--- src/rtl/disp_spi.sv ---
// disp_spi: command-FIFO fed SPI (mode 0) master for a display panel
// Ports:
//   clk, reset              clock and synchronous active-high reset
//   disp_en, disp_DC        write strobe and data/command select of the written entry
//   disp_bus[31:0]          [25:24] byte count minus 1, [23:0] payload
//   spi_sclk, spi_mosi      SPI clock (idle low) and MSB-first data
//   spi_cs_n, spi_dc        chip select (active low) and panel D/C line
//   busy                    FIFO non-empty or transfer in progress
//   overflow                sticky dropped-write flag, live only with DISP_SPI_OVERFLOW_EN
module disp_spi #(
    parameter int CLK_DIV    = 4,
    parameter int FIFO_DEPTH = 4
) (
    input  logic        clk,
    input  logic        reset,
    input  logic        disp_en,
    input  logic        disp_DC,
    input  logic [31:0] disp_bus,
    output logic        spi_sclk,
    output logic        spi_mosi,
    output logic        spi_cs_n,
    output logic        spi_dc,
    output logic        busy,
    output logic        overflow
);
    localparam int AW = $clog2(FIFO_DEPTH);
    localparam logic [7:0] DIV_MAX = 8'(CLK_DIV - 1);

    typedef enum logic [1:0] {IDLE, LOAD, SHIFT, GAP} state_t;

    logic [26:0] mem [FIFO_DEPTH];
    logic [AW:0] wr, rd;
    logic        empty, full, push, pop;
    logic [26:0] head;
    logic [23:0] aligned;
    state_t      state, state_d;
    logic [23:0] sh, sh_d;
    logic [4:0]  bits, bits_d;
    logic [7:0]  div, div_d;
    logic        phase, phase_d, mosi_d, dc_d;
    logic        unused_bus;

    assign unused_bus = ^disp_bus[31:26];
    assign empty = wr == rd;
    assign full = (wr[AW] != rd[AW]) && (wr[AW-1:0] == rd[AW-1:0]);
    assign pop = state == LOAD;
    assign push = disp_en && !reset && (!full || pop);
    assign head = mem[rd[AW-1:0]];
    // Left-justify the last N payload bytes so the first bit sent is always bit 23.
    assign aligned = head[25:24] == 2'd0 ? {head[7:0], 16'h0} :
                     head[25:24] == 2'd1 ? {head[15:0], 8'h0} : head[23:0];
    assign spi_sclk = state == SHIFT && phase;
    assign spi_cs_n = !(state == LOAD || state == SHIFT);
    assign busy = state != IDLE || !empty;

    always_ff @(posedge clk) begin
        if (push) mem[wr[AW-1:0]] <= {disp_DC, disp_bus[25:0]};
    end

    always_ff @(posedge clk) begin
        if (reset) begin
            wr <= '0;
            rd <= '0;
        end else begin
            if (push) wr <= wr + 1'b1;
            if (pop) rd <= rd + 1'b1;
        end
    end

`ifdef DISP_SPI_OVERFLOW_EN
    logic ovf;
    always_ff @(posedge clk) begin
        if (reset) ovf <= 1'b0;
        else if (disp_en && full && !pop) ovf <= 1'b1;
    end
    assign overflow = ovf;
`else
    assign overflow = 1'b0;
`endif

    always_ff @(posedge clk) begin
        if (reset) begin
            state <= IDLE;
            sh <= '0;
            bits <= '0;
            div <= '0;
            phase <= 1'b0;
            spi_mosi <= 1'b0;
            spi_dc <= 1'b0;
        end else begin
            state <= state_d;
            sh <= sh_d;
            bits <= bits_d;
            div <= div_d;
            phase <= phase_d;
            spi_mosi <= mosi_d;
            spi_dc <= dc_d;
        end
    end

    // MOSI and D/C are set on the IDLE->LOAD edge so they are valid for the whole LOAD cycle.
    always_comb begin
        state_d = state;
        sh_d = sh;
        bits_d = bits;
        div_d = div;
        phase_d = phase;
        mosi_d = spi_mosi;
        dc_d = spi_dc;
        case (state)
            IDLE: begin
                if (!empty) begin
                    state_d = LOAD;
                    mosi_d = aligned[23];
                    dc_d = head[26];
                end
            end
            LOAD: begin
                state_d = SHIFT;
                sh_d = aligned;
                bits_d = head[25:24] == 2'd0 ? 5'd7 : head[25:24] == 2'd1 ? 5'd15 : 5'd23;
                div_d = DIV_MAX;
                phase_d = 1'b0;
            end
            SHIFT: begin
                if (div != 8'd0) div_d = div - 8'd1;
                else begin
                    div_d = DIV_MAX;
                    if (!phase) phase_d = 1'b1;
                    else if (bits == 5'd0) begin
                        state_d = GAP;
                        phase_d = 1'b0;
                    end else begin
                        phase_d = 1'b0;
                        sh_d = sh << 1;
                        mosi_d = sh[22];
                        bits_d = bits - 5'd1;
                    end
                end
            end
            GAP: begin
                if (div != 8'd0) div_d = div - 8'd1;
                else state_d = IDLE;
            end
        endcase
    end
endmodule

--- config.mk ---
export PLATFORM = sky130hd
export DESIGN_NAME = disp_spi
export DESIGN_NICKNAME = d
export VERILOG_FILES = /design/src/rtl/disp_spi.sv
export SDC_FILE = /design/constraint.sdc
export NUM_CORES = 1
export LEC_CHECK = 0
export BUFFER_PORTS_ARGS = -buffer_cell sky130_fd_sc_hd__buf_2
export CAP_MARGIN = 20
export CORE_UTILIZATION = 30
export CTS_BUF_LIST = sky130_fd_sc_hd__clkbuf_8
export DETAILED_ROUTE_END_ITERATION = 10
export PLACE_DENSITY = 0.44
export REMOVE_ABC_BUFFERS = 1
export SYNTH_ARGS = -nofsm -noshare
export SYNTH_HDL_FRONTEND = slang
export SYNTH_SLANG_ARGS = --single-unit
--- constraint.sdc ---
create_clock -name clk -period 4.3 [get_ports clk]
set_input_delay 0.86 -clock clk [delete_from_list [all_inputs] [get_ports clk]]
set_output_delay 0.86 -clock clk [all_outputs]
set_load 0.02 [all_outputs]
==> flow_summary.json <==
{
  "die_area_mm2": 0.02298,
  "first_iter_violations": 173,
  "r2r_slack_ns": 1.53,
  "cts_num_sinks": 157,
  "ant_nets": 0,
  "internal_power_mw": 3.017,
  "swShare_pct": 34.64,
  "ys_seq_elements": 157,
  "dpl.hpwl_um": 8861,
  "postCtsResizedCells": 0,
  "endpoint_kind": "output pin",
  "rsz0062_at_grt": "no",
  "status": "finished clean",
  "worst-path-stages": 4,
  "yosysWarningCount": 0,
  "critical-path-max-stage-delay_ns": 0.64,
  "synth_cells": 479,
  "fin_crit_ns": 2.796,
  "finalHoldViolations": 0,
  "synthFlopType": "edfxtp_1",
  "p_sw_mw": 1.599,
  "grt_pass1_vias": 3990,
  "hold_class": "register to register",
  "port_buffers": 34,
  "p_seq_share_pct": 43.1,
  "worst_pin_slew_ns": 0.9517,
  "powerDensity_mw_per_mm2": 609.5,
  "skew_ns": 0.009781,
  "numCtsBuffers": 17,
  "multiInputGateArea_mm2": 0.002282,
  "clk-insertion-delay-late_ns": 0.44,
  "startpoint_type": "register",
  "postPlaceCellArea_mm2": 0.007156,
  "synth_edf_count": 108,
  "die_y_um": 151.6,
  "route.detailed.wl_per_inst_um": 17.71,
  "drc": 0,
  "ys_types": 52,
  "nFillCells": 2175,
  "grtUsageTotal_pct": 13.46,
  "fmax_mhz": 357.7,
  "fin_nets": 562,
  "postSynth.asyncResetShare_pct": 0,
  "initial_core_util_pct": 30.66,
  "drive_gt1_share_pct": 23.05,
  "cp_max_fo": 19,
  "grt_pass1_wl_um": 22340,
  "drt-pass1-iter-count": 4,
  "setup_viol": 0,
  "endpoint": "spi_sclk",
  "core_region_area_mm2": 0.02189,
  "cap_viol_max_count": 0,
  "drv_slew": 0,
  "design_area_mm2": 0.007574,
  "r2r_cells": 5,
  "antenna_found_initial": 0,
  "vias": 3921,
  "required_ns": 3.44,
  "clock_path_buffers": 2,
  "crit_arrival_ns": 1.94,
  "htreeDepth": 4,
  "max_slew_margin_pct": 36.07,
  "hold_buffers": 0,
  "peakVddDrop_mv": 0.1801,
  "cp_num_buf_inv": 2,
  "critPathLaunch": "state[0]",
  "wl_um": 14260,
  "seq_area_frac_synth_pct": 62.93,
  "clk_root_buffer_cell": "clkbuf_8",
  "area_growth_pct": 12.82,
  "synth_area_mm2": 0.006713,
  "die_w_um": 151.6,
  "p_comb_share_pct": 31.9,
  "cts_tree": "yes",
  "finalCritPeriodShare_pct": 65.02,
  "regArea_mm2": 0.004225,
  "viasPerCell": 4.871,
  "antenna_cells": 0,
  "cts_setup_buffers": 0,
  "synth_area_per_cell_um2": 14.01,
  "final.setup.tns_ns": 0,
  "io_pins": 42,
  "cp_cell_sequence": "inv_1 -> ha_1 -> and2_1 -> buf_2",
  "overflow": 0,
  "crit_type": "register to output pin",
  "fp-row-count": 54,
  "clkTransAtPathRegs_ns": 0.09,
  "clock_power_share_pct": 25.0,
  "cp_top_family": "adder cells",
  "leakage_nw": 2.512,
  "gp_congestion": 0.7146,
  "grt_start_max_net_pins": 42,
  "reg2reg_to": "sh[15]",
  "cp_slowest_cell": "ha_1"
}
[synthesized netlist by cell type (6+ instances only)]
cell type | n | share of area (%)
edfxtp_1 | 108 | 48
nor3_1 | 6 | 0.45
inv_1 | 13 | 0.73
a211oi_1 | 12 | 1.3
nor2b_1 | 7 | 0.65
dfxtp_1 | 49 | 15
nand3_1 | 12 | 0.89
nand2_1 | 22 | 1.2
nor2_1 | 39 | 2.2
mux2i_1 | 21 | 3.1
clkbuf_1 | 12 | 0.67
xnor2_1 | 6 | 0.78
a221o_1 | 6 | 0.89
a21oi_1 | 24 | 1.8
mux4_2 | 19 | 6.4
xor2_1 | 8 | 1.0
a22oi_1 | 6 | 0.67
buf_2 | 9 | 0.67
o211ai_2 | 8 | 1.5
ha_1 | 14 | 2.6
o21ai_0 | 10 | 0.75
[per-stage QoR]
step                setup slack [ns]  total power, mW  util [%]  hold slack (ns)  instances
global route                   1.254            4.913     34.60           0.4907        805
finish                         1.504            4.616     34.60           0.4657        805
detailed placement             1.474            3.522     32.69           0.4535        773
global placement               1.479            3.497     32.69           0.4440        773
floorplan                      1.347            3.081         -           0.4271        449
CTS                            1.427            4.692     34.60           0.4656        805
[area by class of cell]
type                       count  share of cell area [%]
tap                          280                   4.626
clock inverter                15                   2.429
inverter                      14                  0.6939
sequential                   157                   55.79
clock buffer                  17                   3.089
timing repair buffer          44                   3.238
multi-input combinational    278                   30.13
[placed cells by master (no fill, tap or decap), types with 7 or more instances in the layout]
cell type  instances
dfxtp_1           48
nor2b_1            7
buf_2             34
nand3_1           12
mux4_2            19
xor2_1             8
ha_1              14
nand2_1           22
o211ai_2           8
nor2_1            39
buf_4             10
o21ai_0           10
inv_1             13
mux2i_1           21
a211oi_1          12
edfxtp_1         108
a21oi_1           24
clkbuf_8          17
[state kept, by name (all words and copies together), names as in the netlist, named ones only]
register and flops:
bits 5, mem 108, spi_dc 1, wr 3, sh 23, spi_mosi 1
rd 3, phase 1, div 8, state 2
[per-layer routing]
metal / up-vias / track usage (%) / wire (um)
met5: - / 0 / 0
met4: 0 / 4.703 / 164
met3: 12 / 3.204 / 237
met2: 32 / 22.60 / 7110
met1: 1991 / 16.88 / 6744
li1: 1886 / - / -
[cell families (layout without fill, tap and decap cells)]
kind of cell,Yosys count,after routing,synth area share [%]
flops,157,157,62.93
simple gates,110,110,8.201
compound gates,96,96,11.18
buf+inv,44,90,3.187
mux,43,43,10.01
fa+ha+maj,14,14,2.610
xor+xnor,14,14,1.827
other cells,1,1,0.05586
[power groups by stage]
stage | Combinational, mW | Sequential, mW | Clock [mW]
after detailed placement | 1.49 | 2.03 | 0
after CTS | 1.50 | 2.00 | 1.20
after global placement | 1.47 | 2.03 | 0
final | 1.47 | 1.99 | 1.15
after global routing | 1.63 | 2.03 | 1.26
after floorplan | 1.06 | 2.02 | 0
[tightest hold or removal path: stages, from the launching register on]
cell and delay (ns):
dfxtp_1 0.32, nand2_1 0.05, a21oi_1 0.05
[worst min path at each step]
| stage | startpoint | to | slack [ns] | depth (start not counted) |
|---|---|---|---|---|
| 2_1_floorplan | sh[15] | sh[15] | 0.43 | 2 |
| 3_3_place_gp | sh[15] | sh[15] | 0.44 | 2 |
| 3_5_place_dp | sh[15] | sh[15] | 0.45 | 2 |
| 4_1_cts | sh[15] | sh[15] | 0.47 | 2 |
| 5_1_grt | sh[15] | sh[15] | 0.49 | 2 |
| 6_report | sh[15] | sh[15] | 0.47 | 2 |
(Power assumes the default switching activity.)
